[config.mk]
export PLATFORM = sky130hd
export DESIGN_NAME = ir_pulse_conditioner
export DESIGN_NICKNAME = d
export VERILOG_FILES = /design/src/rtl/ir_pulse_conditioner.sv
export SDC_FILE = /design/constraint.sdc
export NUM_CORES = 1
export LEC_CHECK = 0
export BUFFER_PORTS_ARGS = -buffer_cell sky130_fd_sc_hd__buf_2
export CORE_MARGIN = 2
export CORE_UTILIZATION = 35
export DETAILED_ROUTE_END_ITERATION = 8
export GPL_TIMING_DRIVEN = 0
export PLACE_DENSITY = 0.61
export SLEW_MARGIN = 40
export SYNTH_ARGS = -nofsm -noshare
export SYNTH_HDL_FRONTEND = slang
export SYNTH_SLANG_ARGS = --single-unit
[constraint.sdc]
create_clock -name clk -period 1.75 [get_ports clk]
set_input_delay 0.0875 -clock clk [delete_from_list [all_inputs] [get_ports clk]]
set_output_delay 0.0875 -clock clk [all_outputs]
set_load 0.02 [all_outputs]
[src/rtl/ir_pulse_conditioner.sv]
// IR detector conditioner: 2-flop synchronizer, symmetric debounce FSM, glitch counter.
// Optional pulse-width measurement is built when the macro IR_PULSE_WIDTH_EN is defined.
module ir_pulse_conditioner #(
   parameter int unsigned FILT_CYC = 4
) (
   input  logic       clk,
   input  logic       rst_n,
   input  logic       ir_raw,
   input  logic       glitch_clr,
   output logic       detect_pin,
   output logic       pulse_stb,
   output logic [7:0] glitch_cnt
`ifdef IR_PULSE_WIDTH_EN
   ,
   output logic [9:0] pulse_width,
   output logic       width_vld
`endif
);

   localparam logic [1:0] S_LOW      = 2'd0;
   localparam logic [1:0] S_RISE_CHK = 2'd1;
   localparam logic [1:0] S_HIGH     = 2'd2;
   localparam logic [1:0] S_FALL_CHK = 2'd3;
   localparam logic [7:0] STAB_LAST  = 8'(FILT_CYC - 1);

   function automatic logic [7:0] sat_inc8(input logic [7:0] v);
      return (v == 8'hFF) ? v : v + 8'd1;
   endfunction

   function automatic logic [9:0] sat_inc10(input logic [9:0] v);
      return (v == 10'h3FF) ? v : v + 10'd1;
   endfunction

   logic       r_q1;
   logic       r_q2;
   logic [1:0] r_state;
   logic [7:0] r_stab;
   logic [1:0] w_state_nxt;
   logic [7:0] w_stab_nxt;
   logic       w_glitch;
   logic       w_rise;
   logic       w_fall;

   // The first q2 sample of a new level counts as stab 0, so FILT_CYC+1 samples qualify a change.
   always_comb begin
      w_state_nxt = r_state;
      w_stab_nxt  = r_stab;
      w_glitch    = 1'b0;
      w_rise      = 1'b0;
      w_fall      = 1'b0;
      case (r_state)
         S_LOW: begin
            if (r_q2) begin
               w_state_nxt = S_RISE_CHK;
               w_stab_nxt  = 8'd0;
            end
         end
         S_RISE_CHK: begin
            if (!r_q2) begin
               w_state_nxt = S_LOW;
               w_glitch    = 1'b1;
            end else if (r_stab == STAB_LAST) begin
               w_state_nxt = S_HIGH;
               w_rise      = 1'b1;
            end else begin
               w_stab_nxt  = r_stab + 8'd1;
            end
         end
         S_HIGH: begin
            if (!r_q2) begin
               w_state_nxt = S_FALL_CHK;
               w_stab_nxt  = 8'd0;
            end
         end
         S_FALL_CHK: begin
            if (r_q2) begin
               w_state_nxt = S_HIGH;
               w_glitch    = 1'b1;
            end else if (r_stab == STAB_LAST) begin
               w_state_nxt = S_LOW;
               w_fall      = 1'b1;
            end else begin
               w_stab_nxt  = r_stab + 8'd1;
            end
         end
         default: w_state_nxt = S_LOW;
      endcase
   end

   always_ff @(posedge clk) begin
      if (!rst_n) begin
         r_q1       <= 1'b0;
         r_q2       <= 1'b0;
         r_state    <= S_LOW;
         r_stab     <= 8'd0;
         detect_pin <= 1'b0;
         pulse_stb  <= 1'b0;
         glitch_cnt <= 8'd0;
      end else begin
         r_q1       <= ir_raw;
         r_q2       <= r_q1;
         r_state    <= w_state_nxt;
         r_stab     <= w_stab_nxt;
         detect_pin <= (w_state_nxt == S_HIGH) || (w_state_nxt == S_FALL_CHK);
         pulse_stb  <= w_rise;
         if (glitch_clr)
            glitch_cnt <= 8'd0;
         else if (w_glitch)
            glitch_cnt <= sat_inc8(glitch_cnt);
      end
   end

`ifdef IR_PULSE_WIDTH_EN
   logic [9:0] r_acc;

   // Accumulator holds (high cycles - 1) while the pulse runs; the exit edge adds the final cycle.
   always_ff @(posedge clk) begin
      if (!rst_n) begin
         r_acc       <= 10'd0;
         pulse_width <= 10'd0;
         width_vld   <= 1'b0;
      end else begin
         width_vld <= w_fall;
         if (w_rise)
            r_acc <= 10'd0;
         else if ((r_state == S_HIGH) || (r_state == S_FALL_CHK))
            r_acc <= sat_inc10(r_acc);
         if (w_fall)
            pulse_width <= sat_inc10(r_acc);
      end
   end
`endif

endmodule

# After elaboration in Yosys (flattened, before gate mapping)
# Cells that the tools add are included.
[totals] inputBits=4 ff_bits=22 word_cells=45 output_inout_bits=10
[op_classes] muxes=17 reduce_logical=6 bitwise_logic=2 n_addsub=2 n_eq_ne=11
[op_table] cell="two-way mux 8 bit" count=5
[op_table] cell="case mux 8 bit (4 select lines)" count=1
[op_table] cell="adder 8 x 1 -> 8 bit, second input constant" count=2
[op_table] cell="two-way mux 2 bit" count=6
[op_table] cell="== test 2 bit, second input constant" count=4
[op_table] cell="== test 8 x 2 -> 1 bit, second input constant" count=1
[op_table] cell="== test 8 bit, second input constant" count=1
[op_table] cell="!= test 2 bit, second input constant" count=4
[op_table] cell="case mux 2 bit (4 select lines)" count=1
[op_table] cell="AND reduction 4 bit" count=1
[op_table] cell="two-way mux 1 bit" count=3
[op_table] cell="AND reduction 3 bit" count=1
[op_table] cell="== test 2 x 1 -> 1 bit, second input constant" count=1
[op_table] cell="zero test 2 bit" count=1
[op_table] cell="inverter 1 bit" count=2
[op_table] cell="case mux 1 bit (2 select lines)" count=1
[op_table] cell="AND reduction 2 bit" count=1
[op_table] cell="OR reduction 2 bit" count=1
[op_table] cell="logical OR 1 bit" count=1

# Depth between registers and ports, before layout
[depth] word_depth=6 depth_mapped=5 depth_no_buf=5

# Worst setup path before layout
# OpenSTA, ideal clock, no wires.
[synth_timing] path_kind="register -> register" startpoint="reg, netlist name detect_pin" endpoint="reg r_stab[7]" period_less_slack_ns=1.724 path_buffers=0 required_ns=1.681 path_stages_with_launch=5 setup_ns=0.069 arrival_ns=1.655 slack_ns=0.026 path_cell_list="dfxtp_1 xnor2_2 or3_4 or4_1 o21ai_1"
[synth_lines] item="end signal: assignment" line_no="103" text="r_stab <= w_stab_nxt;"
[synth_lines] item="end: declaration" line_no="37" text="logic [7:0] r_stab;"

# Worst setup path in the final report
[layout_timing] startpoint="reg glitch_cnt[0]" endpoint="reg glitch_cnt[5]"
[layout_between] elab_chain_len=3 elab_cells_between_ends=4
[layout_rtl] item="start: declaration" line_no="12" text="output logic [7:0] glitch_cnt"
[layout_rtl] item="start signal: assignment" line_no="109" text="glitch_cnt <= sat_inc8(glitch_cnt);"
[layout_rtl] item="branches (longest 3 deep; another with adder 8 x 1 -> 8 bit)"
# Several ways; the timed one is not identified.
# A chain may end at the register's enable or synchronous reset.

==> metrics.txt <==
Layout Cells excl Fill 149; asr flop ratio synth 0%; Crit path largest cell delay 0.50 ns; Tot GR Track Use roughly 12%; setup_tns 0 ns; Commonest cells post-synth 21 x dfxtp_1, 10 x nor2_1, 6 x xor2_1; M3 GR Usage roughly 4.9%; drt first pass iters 3; DRC viols 0; Synth Cell Area around 930 sq um; Flop pwr share 64.2%; switching share of power between 20% and 30%; status completed; HP Class input pin to flop; Seq. cell area 423 sq um; Critical Path AT around 1.9 ns; Chip Width 55.6 microns; Worst Max-Slew Pin Slew approximately 0.46 ns; CP Launch Type flop; Setup Viol. Count Final 0; post-DR vias/cell 5.26; Final period util about 90%; Main synth FF type dfxtp_1; Starting Density 37.2%; vias in the first global route ~690; worst-path maximum fanout 10; final WL 1.78 mm; Num CTS Buffers 3; top cells by area, synth dfxtp_1 45%, xor2_1 5.6%, nor2_1 4.0%; height of the die ~56 microns; EDFF count, synth 0; pwr/cell area between 600 and 700 nW/um^2; first-pass GRT wire length 2.99 mm; Die Area 3090 sq um; post-DP HPWL roughly 1.2 mm; Post-Syn Area per Cell 9.22 sq um; worst vdd ir 0.485 mV; Max Cap Viol 0; Clock transition at path regs roughly 0.12 ns; multi-input logic area 510 sq um; CP Capture Type flop; row cnt 18; synth warn 0; CTS tree yes; Core Box Area between 2000 and 2500 sq um; fmax between 600 and 700 MHz; Clock Root Buffer clkbuf_4; minimum clock period between 1.5 and 2 ns; Overflow after GRT 0; GR Layer Usage met1 about 15%; final worst slack 0.128 ns; Clock Skews 0.00288 ns; clock buffer depth 2; initial antenna violation count 0; Crit path buffers/inverters 0; n_diodes 0; Slew headroom 68.6%; P_leak 0.431 nW; CP max-delay cell or4_1; count of cell types in the netlist 33; fin. max-slew vios 0; Worst path top cell family by delay simple AND/OR/NAND/NOR gates; via count 784; worst setup path class flop to flop; combinational share of power around 4.4%; most common cell in the netlist dfxtp_1; Port Buffers 13; fillcell total 261; required time worst endpoint 2.00 ns; area post-placement 1030 sq um; Placed Instances 144; grt peak-use layer met2; share of layout cells above drive strength 1 about a fifth; largest net degree at the start of global routing 13; initial DRC count 18; sequential area share after synthesis a little under half; Final nets about 130; clock power share 31.5%; number of H-tree levels 1; syn_nets 107; DR WL/cell approximately 12 microns; Int Pwr between 0.5 and 0.6 mW; Clock Sinks 21; Hold Fails Final Rpt 0; Clock Latency Late Sink 0.31 ns; RSZ-0062 raised after global routing false; Final GP Congestion 0.789; I/O pin cnt 14; GR Layer Usage met2 about a fifth; Final Cell Area 1090 sq um; flop and latch count out of synthesis 21; Routed Antenna Nets 0; dominant cell type by area after synthesis dfxtp_1; Cells after Synth between 100 and 150; Net Sw Power roughly 0.17 mW; critical path cell sequence ha_1 > nand3_1 > o211ai_4 > or4_1 > a21oi_1; share of the synthesized area in the top cell type 45.2%; P&R area growth vs syn 17.5%; pre-CTS WS -0.0754 ns
==> final timing paths <==
kind,startpoint,endpoint,cells after the start,slack [ns]
max,glitch_cnt[0],glitch_cnt[5],5,0.13
min,rst_n,pulse_stb,3,0.09
max reg2reg,glitch_cnt[0],glitch_cnt[5],5,0.13
min reg2reg,r_q1,r_q2,1,0.45
==> logic make-up (layout without fill, tap and decap cells) <==
family                     Yosys count  after routing  synth area share (%)
AOI/OAI and AO/OA                   18             18                  12.6
buffers and inverters                5             23                  2.15
xor gates and xnor gates             8              8                  8.33
DFF                                 21             21                  45.2
muxes                                3              3                  3.23
adders and majority gates            2              2                  2.69
and+or+nand+nor                     44             44                  25.8
==> flip-flops by register name, summed over array words and instances, names as in the netlist <==
register / count
r_state: 1
r_q1: 1
glitch_cnt: 8
r_q2: 1
pulse_stb: 1
r_stab: 8
detect_pin: 1
==> routing by layer <==
| metal | vias up | part of all wire (%) |
|---|---|---|
| li1 | 406 | - |
| met1 | 365 | 50 |
| met4 | 0 | 0 |
| met2 | 13 | 46 |
| met5 | - | 0 |
| met3 | 0 | 4.4 |
==> power groups by stage <==
stage / registers (mW) / clock network, mW / logic (mW)
global placement: 0.494 / 0 / 0.0285
global route: 0.485 / 0.267 / 0.0366
finish: 0.484 / 0.237 / 0.0331
detailed placement: 0.494 / 0 / 0.0294
CTS: 0.484 / 0.251 / 0.0320
floorplan: 0.494 / 0 / 0.0180
==> through the flow <==
stage	utilization (%)	hold slack, ns	power (mW)
2_1_floorplan	-	0.209	0.512
3_3_place_gp	41.3	0.301	0.523
3_5_place_dp	41.3	0.307	0.524
4_1_cts	43.3	0.0715	0.767
5_1_grt	43.7	0.100	0.788
6_report	43.7	0.0858	0.755
==> placed cells by master (no fill, tap or decap), types with 5 or more instances in the layout <==
cell and instances:
dfxtp_1 19, xor2_1 6, nand3_1 5, buf_2 13, nand4_1 5, nand2_1 5
a21oi_1 5, nor2_1 10
==> worst register-to-register path: cells and delay by family, from the launching register on <==
kind                       cells  cell delay [ns]
and+or+nand+nor                2             0.66
AOI/OAI and AO/OA              2             0.29
adders and majority gates      1             0.25
DFF                            1             0.37
==> final cells by class <==
cell class / instances / share of cell area (%)
inverters: 3 / 1.03
well taps: 30 / 3.43
multi-input cells: 75 / 46.7
repair buffers: 14 / 6.86
plain buffers: 2 / 0.801
flip-flops and latches: 21 / 38.7
clock inverters: 1 / 0.458
clock buffers: 3 / 2.06
==> what timing repair did <==
action,4_1_cts,5_1_grt
buffers inserted,0,0
hold endpoints to repair,1,0
gates cloned,0,0
gates resized for setup,1,4
setup endpoints to repair,3,3
hold buffers,1,0
(Power assumes the default switching activity.)
